### src/rtl/quadra_sweep_pkg.sv
// Shared types for the quadra sweep controller and its result FIFO.
// Holds the x/y widths, the FSM state enum and the tag/result bundles.
package quadra_sweep_pkg;

  localparam int X_W        = 24;
  localparam int Y_W        = 48;
  localparam int QUADRA_LAT = 3;

  typedef logic           ck_t;
  typedef logic           rs_t;
  typedef logic [X_W-1:0] x_t;
  typedef logic [Y_W-1:0] y_t;

  typedef enum logic [1:0] {
    S_IDLE,
    S_ISSUE,
    S_DRAIN
  } sweep_state_t;

  typedef struct packed {
    logic valid;
    x_t   x;
    logic last;
  } sweep_tag_t;

  typedef struct packed {
    x_t   x;
    y_t   y;
    logic last;
  } sweep_res_t;

endpackage

### src/rtl/quadra_res_fifo.sv
// First-word-fall-through result FIFO, falling-edge clocked.
// Ports: push/push_data in, pop in, head (FWFT entry) and count out.
module quadra_res_fifo
  import quadra_sweep_pkg::*;
#(
  parameter int DEPTH = 8
) (
  input  ck_t                      clk,
  input  rs_t                      rst_b,
  input  logic                     push,
  input  sweep_res_t               push_data,
  input  logic                     pop,
  output sweep_res_t               head,
  output logic [$clog2(DEPTH):0]   count
);

  localparam int AW = $clog2(DEPTH);

  sweep_res_t      mem [DEPTH];
  logic [AW-1:0]   wr_ptr;
  logic [AW-1:0]   rd_ptr;
  logic            do_pop;
  logic            full;

  assign do_pop = pop && (count != '0);
  assign full   = (count == DEPTH[AW:0]);
  assign head   = mem[rd_ptr];

  always_ff @(negedge clk or negedge rst_b) begin
    if (!rst_b) begin
      wr_ptr <= '0;
      rd_ptr <= '0;
      count  <= '0;
    end else begin
      if (push)
        wr_ptr <= wr_ptr + 1'b1;
      if (do_pop)
        rd_ptr <= rd_ptr + 1'b1;
      count <= count + {{AW{1'b0}}, push}
                     - {{AW{1'b0}}, do_pop};
    end
  end

  always_ff @(negedge clk) begin
    if (push)
      mem[wr_ptr] <= push_data;
  end

  // Issue credit keeps this from ever firing.
  no_overflow: assert property (
    @(negedge clk) disable iff (!rst_b)
    !(push && !do_pop && full));

endmodule

### src/rtl/quadra_sweep_ctrl.sv
// Sweep engine: issues x values to quadra, tags them through its latency,
// queues {x,y,last} results and drains them over a valid/ready stream.
module quadra_sweep_ctrl
  import quadra_sweep_pkg::x_t;
  import quadra_sweep_pkg::y_t;
  import quadra_sweep_pkg::ck_t;
  import quadra_sweep_pkg::rs_t;
  import quadra_sweep_pkg::sweep_state_t;
  import quadra_sweep_pkg::S_IDLE;
  import quadra_sweep_pkg::S_ISSUE;
  import quadra_sweep_pkg::S_DRAIN;
  import quadra_sweep_pkg::sweep_tag_t;
  import quadra_sweep_pkg::sweep_res_t;
#(
  parameter int QUADRA_LAT = quadra_sweep_pkg::QUADRA_LAT,
  parameter int FIFO_DEPTH = 8,
  parameter int CNT_W      = 16
) (
  input  ck_t              clk,
  input  rs_t              rst_b,
  input  logic             cmd_valid,
  output logic             cmd_ready,
  input  x_t               cmd_start,
  input  x_t               cmd_step,
  input  logic [CNT_W-1:0] cmd_count,
  output x_t               q_x,
  input  y_t               q_y,
  output logic             out_valid,
  input  logic             out_ready,
  output x_t               out_x,
  output y_t               out_y,
  output logic             out_last,
  output logic             busy,
  output logic             done
);

  localparam int PW = $clog2(FIFO_DEPTH + QUADRA_LAT + 2) + 1;
  localparam int FW = $clog2(FIFO_DEPTH);

  sweep_state_t     state_q;
  sweep_state_t     state_d;
  sweep_tag_t       tag_q [QUADRA_LAT+1];
  x_t               step_q;
  x_t               x_nxt;
  logic [CNT_W-1:0] rem_q;
  logic             done_q;
  logic             done_d;
  logic             issue;
  logic             load;
  logic             last_iss;
  logic             credit_ok;
  logic             pop;
  logic             push;
  logic [PW-1:0]    inflight;
  logic [FW:0]      fifo_cnt;
  sweep_res_t       head;
  sweep_res_t       push_data;

  always_comb begin
    inflight = '0;
    for (int i = 0; i <= QUADRA_LAT; i++)
      inflight = inflight + PW'(tag_q[i].valid);
  end

  // A pop in this cycle is not credited back until next cycle.
  assign credit_ok = (inflight + PW'(fifo_cnt)) < PW'(FIFO_DEPTH);
  assign x_nxt     = load ? cmd_start : q_x + step_q;

  always_comb begin
    state_d  = state_q;
    issue    = 1'b0;
    load     = 1'b0;
    last_iss = 1'b0;
    done_d   = 1'b0;
    unique case (state_q)
      S_IDLE: begin
        if (cmd_valid) begin
          if (cmd_count == '0) begin
            done_d = 1'b1;
          end else begin
            load     = 1'b1;
            issue    = 1'b1;
            last_iss = (cmd_count == CNT_W'(1));
            state_d  = last_iss ? S_DRAIN : S_ISSUE;
          end
        end
      end
      S_ISSUE: begin
        if (credit_ok) begin
          issue    = 1'b1;
          last_iss = (rem_q == CNT_W'(1));
          if (last_iss)
            state_d = S_DRAIN;
        end
      end
      S_DRAIN: begin
        if (pop && head.last) begin
          done_d  = 1'b1;
          state_d = S_IDLE;
        end
      end
      default: state_d = S_IDLE;
    endcase
  end

  always_ff @(negedge clk or negedge rst_b) begin
    if (!rst_b) begin
      state_q <= S_IDLE;
      q_x     <= '0;
      step_q  <= '0;
      rem_q   <= '0;
      done_q  <= 1'b0;
    end else begin
      state_q <= state_d;
      done_q  <= done_d;
      if (load)
        step_q <= cmd_step;
      if (issue) begin
        q_x   <= x_nxt;
        rem_q <= load ? cmd_count - 1'b1
                      : rem_q - 1'b1;
      end
    end
  end

  // Stage 0 lines up with q_x, stage QUADRA_LAT with q_y.
  always_ff @(negedge clk or negedge rst_b) begin
    if (!rst_b) begin
      for (int i = 0; i <= QUADRA_LAT; i++)
        tag_q[i] <= '0;
    end else begin
      tag_q[0] <= '{valid: issue, x: x_nxt,
                    last: last_iss};
      for (int i = 1; i <= QUADRA_LAT; i++)
        tag_q[i] <= tag_q[i-1];
    end
  end

  assign push      = tag_q[QUADRA_LAT].valid;
  assign push_data = '{x: tag_q[QUADRA_LAT].x, y: q_y,
                       last: tag_q[QUADRA_LAT].last};

  quadra_res_fifo #(
    .DEPTH (FIFO_DEPTH)
  ) u_fifo (
    .clk       (clk),
    .rst_b     (rst_b),
    .push      (push),
    .push_data (push_data),
    .pop       (pop),
    .head      (head),
    .count     (fifo_cnt)
  );

  assign out_valid = (fifo_cnt != '0);
  assign pop       = out_valid && out_ready;
  assign out_x     = out_valid ? head.x : '0;
  assign out_y     = out_valid ? head.y : '0;
  assign out_last  = out_valid && head.last;
  assign cmd_ready = (state_q == S_IDLE);
  assign busy      = !cmd_ready;
  assign done      = done_q;

endmodule
### config.mk
export PLATFORM = sky130hd
export DESIGN_NAME = quadra_sweep_ctrl
export DESIGN_NICKNAME = d
export VERILOG_FILES = /design/src/rtl/quadra_sweep_pkg.sv /design/src/rtl/quadra_res_fifo.sv /design/src/rtl/quadra_sweep_ctrl.sv
export SDC_FILE = /design/constraint.sdc
export NUM_CORES = 1
export LEC_CHECK = 0
export CORE_MARGIN = 3
export CORE_UTILIZATION = 55
export CTS_CLUSTER_DIAMETER = 60
export DETAILED_ROUTE_END_ITERATION = 7
export PLACE_DENSITY = 0.75
export SYNTH_ARGS = -nofsm -noshare
export SYNTH_HDL_FRONTEND = slang
export SYNTH_SLANG_ARGS = --single-unit
### constraint.sdc
create_clock -name clk -period 10.8 [get_ports clk]
set_clock_uncertainty 0.15 [all_clocks]
set_input_delay 1.62 -clock clk [delete_from_list [all_inputs] [get_ports clk]]
set_output_delay 1.62 -clock clk [all_outputs]
set_load 0.05 [all_outputs]
* Yosys cells after proc, flatten, opt, wreduce, memory -nomap -nowiden
Memory sizes are Yosys's and may differ from the RTL's.
Index checks and enable logic that the tools add are counted.
** Cells by class
- Add/subtract/negate cells :: 11
- Order comparisons :: 1
- Equality and inequality tests :: 9
- Mux-type cells :: 26
- Reduce and logical (&&, ||, !) cells :: 9
** Operators with widths (number)
- $mux W24 :: 2
- $mux W48 :: 1
- $eq A16 B1 Y1 const B :: 2
- $sub A16 B1 Y16 const B :: 2
- $add A24 B24 Y24 :: 1
- $logic_not A16 Y1 :: 1
- $mux W16 :: 1
- $mux W1 :: 12
- $mux W2 :: 6
- $ne A2 B2 Y1 const B :: 5
- $add A3 B1 Y3 const B :: 2
- $pmux W1 S2 :: 3
- $pmux W2 S3 :: 1
- $add A4 B4 Y5 :: 1
- $lt A5 B4 Y1 const B :: 1
- $reduce_and A5 Y1 :: 1
- $add A3 B1 Y4 :: 1
- $add A4 B1 Y4 :: 1
- $logic_and A1 B1 Y1 :: 4
- $reduce_bool A4 Y1 :: 1
- $sub A4 B1 Y4 :: 1
- $add A2 B1 Y3 :: 1
- $add A1 B1 Y2 :: 1
- $eq A2 B1 Y1 const B :: 1
- 3 further kinds :: 3
** Storage, ports and cells
- Register bits :: 181
- Memory bits (writable) :: 584
- Input bits :: 116
- Output and inout bits :: 101
- Word-level logic and storage cells :: 77
- Memories kept :: 1
** Memories
- u_fifo.mem :: depth 8, width 73, rd ports 1, clocked after Yosys merged registers in 0, write ports 1, RTL line quadra_res_fifo.sv:19 : sweep_res_t mem [DEPTH];

* Depth between registers and ports, before layout
- Depth in word-level cells :: 7
- Depth in mapped cells :: 12
- Gate-level depth less buffers :: 11

* Cells and area by module
A second synthesis with hierarchy kept.
** Second synthesis, totals
- Cell total of the unflattened synthesis :: 1680
- Area, all modules :: 30385.4 µm²
** By module, submodules not included
- quadra_res_fifo :: times used 1, cells an instance 900, area an instance 22486.6 µm², sequential area each 17787.1 µm²
- quadra_sweep_ctrl :: times used 1, cells an instance 780, area an instance 7898.8 µm², sequential area each 4279.1 µm²

==> run summary <==
• area used by multi-input combinational logic: 0.00760 mm^2
• multiplexer share of the synthesized area: 14.0%
• post-cts gate resize count: 0
• max incr delay on CP: 0.75 ns
• buffer levels on the longest clock path: 3
• flip-flop cell with the highest count after synthesis: sky130_fd_sc_hd__edfxtp_1
• Core Footprint: 0.0532 mm^2
• non-filler instance count after layout: 3251
• post-route standard cell area excluding fillers: 0.0380 mm^2
• CP max-delay cell: sky130_fd_sc_hd__dfrtn_1
• RSZ-0062 raised after global routing: false
• Post-layout nets: 2654
• largest net degree at the start of global routing: 97
• Die Height: 239 um
• Post-synth ARST share: 23.7%
• setup ws final: 0.137 ns
• internal power contribution: 7290 uW
• final sum of negative setup slack: 0 ns
• Worst EP arrival: 8.89 ns
• number of primary I/O pins: 217
• switching power share of the total: 38.5%
• count of standard-cell rows: 84
• run status: complete, but fails checks
• final setup violation count: 0
• number of clock sinks: 765
• kind of path behind the tightest hold check: reg -> reg
• number of fillers in the final layout: 3310
• Die X-Extent: 239 um
• via/cell ratio: 5.51
• maximum level of the CTS H-tree: 3
• syn nets: 1812
• remaining routing DRC violations: 2
• switching power total: 4560 uW
• antenna violations before repair: 5
• startpoint of the worst-slack reg-to-reg timing path: push
• placed cell areas: 0.0331 mm^2
• detailed placement HPWL: 36000 um
• mean routed wirelength per cell: 20.5 um
• insertion delay to the later sink of the worst-skew pair: 0.64 ns
• Logic pwr share: 34.8%
• cts bufs inserted: 80
• proportion of layout cells with a drive suffix above 1: 13.2%
• Sequential cell area: 0.0221 mm^2
• Worst Path Max Fanout: 44
• gate count of the mapped netlist: 1655
• number of routed nets with antenna violations: 0
• total iterations of the first detailed-routing run: 8
• sequential share of power: 34.8%
• Max Transition Viols Final: 0
• depth of the worst register-to-register path: 10
• Mapped Area: 0.0300 mm^2
• slew at the pin closest to its max-slew limit: 1.14 ns
• Max VDD drop: 0.000211 V
• port buffer count: 216
• Slew Limit Headroom: 23.7%
• XOR/XNOR share of the synthesized area: 1.60%
• global placer's final weighted congestion: 0.920
• cells along the critical path: buf_12 > mux4_2 > mux2i_1 > nor2_1 > clkdlybuf4s50_1
• total global routing overflow: 0
• part of the Yosys area used for sequential elements: 73.7%
• hold endpoint: tag_q[33]
• critical setup path kind: reg -> out
• Worst setup EP type: output pin
• number of endpoints with negative hold slack in the final report: 0
• hold path start: tag_q[59]
• Netlist cell types: 58
• syn_area_per_cell: 18.1 um^2
• adder-cell area share of the yosys netlist: 1.79%
• hold-fix buffer count after cts: 0
• wire length after detailed routing: 66500 um
• post-synthesis compound-gate area fraction: 3.07%
• Initial Utilization: 56.3%
• Yosys warning total: 0
• routed vias: 17900
• buffer type at the clock tree root: sky130_fd_sc_hd__clkbuf_16
• Post-Synth Simple-Gate Area: 4.73%
• worst setup slack before clock tree synthesis: 0.651 ns
• Startpoint Class: register
• global-route usage over all layers: 23.9%
• static leakage: 0.0159 uW
• number of global-route vias before repair: 20100
• Clk pwr share: 30.4%
• number of enable-type register cells in the synthesized netlist: 584
• register clock-pin slew on the reported worst setup and hold paths: 0.05 ns
• FF-to-FF End: rem_q[9]
• failing checks: design-rule violations
• P&R area growth vs syn: 26.8%
• reg-to-reg slack, setup: 6.99 ns
• post-synthesis register bit count: 765
• required arrival time at the worst endpoint: 9.03 ns
• placed insts: 2520
• wire length of the first global-routing pass: 104000 um
• DIE AREA: 0.0573 mm^2
• number of buffers inserted by post-CTS setup repair: 0
• Hold Path Cell Cnt: 0
• TritonCTS clock tree: built
• combinational family with the most area after synthesis: multiplexers
• count of routing violations after the opening detailed-route iteration: 1471
• total of max-cap violations: 0
• power density cells: 312 mW/mm^2
==> area by class of cell <==
type,count,share of cell area [%]
multi-input cells,797,20.0
clock inverters,640,7.08
diodes,1,0.00659
flip-flops and latches,765,58.1
repair buffers,247,6.64
well taps,688,2.27
inverters,22,0.218
clock buffers,91,5.66
==> cell families (layout without fill, tap and decap cells) <==
family,count (synthesis),after routing
AO/OA/AOI/OAI,143,143
XOR/XNOR,53,53
adder cells (fa/ha/maj),41,41
buffers and inverters,93,1000
flip-flops,765,765
multiplexers,234,234
other,0,1
AND/OR/NAND/NOR,326,326
==> sequential cells by signal (all words and copies together), names as in the netlist <==
signal,count
state_q,2
u_fifo.rd_ptr,3
u_fifo.count,4
push_data,25
u_fifo.mem,584
tag_q,78
done,1
u_fifo.wr_ptr,3
q_x,24
step_q,24
rem_q,16
push,1
==> placed cells by master (no fill, tap or decap), types with 6 or more instances in the layout <==
cell type,count
sky130_fd_sc_hd__a211oi_1,7
sky130_fd_sc_hd__a21o_1,12
sky130_fd_sc_hd__a21oi_1,37
sky130_fd_sc_hd__a31oi_1,10
sky130_fd_sc_hd__buf_12,10
sky130_fd_sc_hd__buf_4,21
sky130_fd_sc_hd__bufinv_16,6
sky130_fd_sc_hd__clkbuf_16,84
sky130_fd_sc_hd__clkdlybuf4s50_1,215
sky130_fd_sc_hd__clkinvlp_2,15
sky130_fd_sc_hd__dfrtn_1,181
sky130_fd_sc_hd__edfxtp_1,584
sky130_fd_sc_hd__ha_1,38
sky130_fd_sc_hd__inv_1,619
sky130_fd_sc_hd__mux2_2,11
sky130_fd_sc_hd__mux2i_1,77
sky130_fd_sc_hd__mux4_2,146
sky130_fd_sc_hd__nand2_1,130
sky130_fd_sc_hd__nand2b_1,8
sky130_fd_sc_hd__nor2_1,122
sky130_fd_sc_hd__nor2_4,6
sky130_fd_sc_hd__nor3_1,6
sky130_fd_sc_hd__nor4_1,6
sky130_fd_sc_hd__o211ai_1,11
sky130_fd_sc_hd__o21ai_0,37
sky130_fd_sc_hd__xnor2_1,31
sky130_fd_sc_hd__xor2_1,21
==> power by group through the flow <==
stage / clock network [uW] / logic, uW / registers [uW]
3_5_place_dp: 320 / 4130 / 4150
5_1_grt: 4010 / 4350 / 4170
3_3_place_gp: 320 / 4090 / 4110
2_1_floorplan: 320 / 2720 / 4180
6_report: 3600 / 4130 / 4120
4_1_cts: 3700 / 4160 / 4130
==> worst max-delay path, delay by kind of cell, from the launching register on <==
kind | cells | cell delay (ns)
mux | 2 | 0.90
simple gates | 1 | 0.07
flops | 1 | 0.75
buf+inv | 2 | 1.12
==> metal layers <==
metal / vias up / GRT usage, % / wire, um
met3: 129 / 8.04 / 5120
met1: 8950 / 29.4 / 26100
li1: 8097 / - / -
met4: 8 / 11.1 / 1530
met5: - / 0 / 50
met2: 727 / 38.8 / 33700
==> through the flow <==
step	power, uW	util [%]	hold WS, ns
floorplan	7230	-	0.142
global placement	8520	62.3	0.142
detailed placement	8600	62.3	0.145
CTS	12000	71.4	0.141
global route	12500	71.4	0.144
finish	11900	71.4	0.141
==> worst max-delay path by stage <==
stage,startpoint,endpoint,slack [ns],cells after the start
after floorplan,u_fifo.rd_ptr[0],out_x[10],1.28,5
after global placement,cmd_count[10],q_x[6],0.75,9
after detailed placement,cmd_count[10],q_x[4],0.65,9
after CTS,u_fifo.rd_ptr[0],out_y[40],0.13,5
after global routing,u_fifo.rd_ptr[0],out_y[40],0.01,5
final,u_fifo.rd_ptr[0],out_y[40],0.14,5
==> synth_stat cells (3+ instances only) <==
| cell type | n | area (um^2) |
|---|---|---|
| sky130_fd_sc_hd__nor3b_1 | 5 | 37.5 |
| sky130_fd_sc_hd__a31oi_1 | 10 | 62.6 |
| sky130_fd_sc_hd__xor2_1 | 21 | 184 |
| sky130_fd_sc_hd__nand2b_1 | 8 | 50.1 |
| sky130_fd_sc_hd__a21oi_1 | 37 | 185 |
| sky130_fd_sc_hd__o211ai_1 | 11 | 82.6 |
| sky130_fd_sc_hd__mux4_2 | 146 | 3290 |
| sky130_fd_sc_hd__mux2_2 | 11 | 124 |
| sky130_fd_sc_hd__o21ai_0 | 37 | 185 |
| sky130_fd_sc_hd__and2_1 | 5 | 31.3 |
| sky130_fd_sc_hd__a221o_1 | 3 | 30.0 |
| sky130_fd_sc_hd__edfxtp_1 | 584 | 17500 |
| sky130_fd_sc_hd__a21o_1 | 12 | 90.1 |
| sky130_fd_sc_hd__dfrtn_1 | 181 | 4530 |
| sky130_fd_sc_hd__o31ai_1 | 4 | 30.0 |
| sky130_fd_sc_hd__a211oi_1 | 7 | 52.6 |
| sky130_fd_sc_hd__clkbuf_1 | 41 | 154 |
| sky130_fd_sc_hd__nand3_1 | 5 | 25.0 |
| sky130_fd_sc_hd__xnor2_1 | 31 | 272 |
| sky130_fd_sc_hd__or3_1 | 4 | 25.0 |
| sky130_fd_sc_hd__or4_1 | 5 | 37.5 |
| sky130_fd_sc_hd__and3_1 | 5 | 31.3 |
| sky130_fd_sc_hd__fa_1 | 3 | 60.1 |
| sky130_fd_sc_hd__nor4_1 | 6 | 37.5 |
| sky130_fd_sc_hd__nor3_1 | 8 | 40.0 |
| sky130_fd_sc_hd__inv_1 | 23 | 86.3 |
| sky130_fd_sc_hd__nor2b_1 | 3 | 18.8 |
| sky130_fd_sc_hd__nand2_1 | 130 | 488 |
| sky130_fd_sc_hd__nand4_1 | 4 | 25.0 |
| sky130_fd_sc_hd__buf_2 | 5 | 25.0 |
| sky130_fd_sc_hd__o22ai_1 | 3 | 18.8 |
| sky130_fd_sc_hd__ha_1 | 38 | 475 |
| sky130_fd_sc_hd__mux2i_1 | 77 | 771 |
| sky130_fd_sc_hd__nor2_1 | 128 | 480 |
| sky130_fd_sc_hd__buf_1 | 24 | 90.1 |
(Power assumes the default switching activity.)
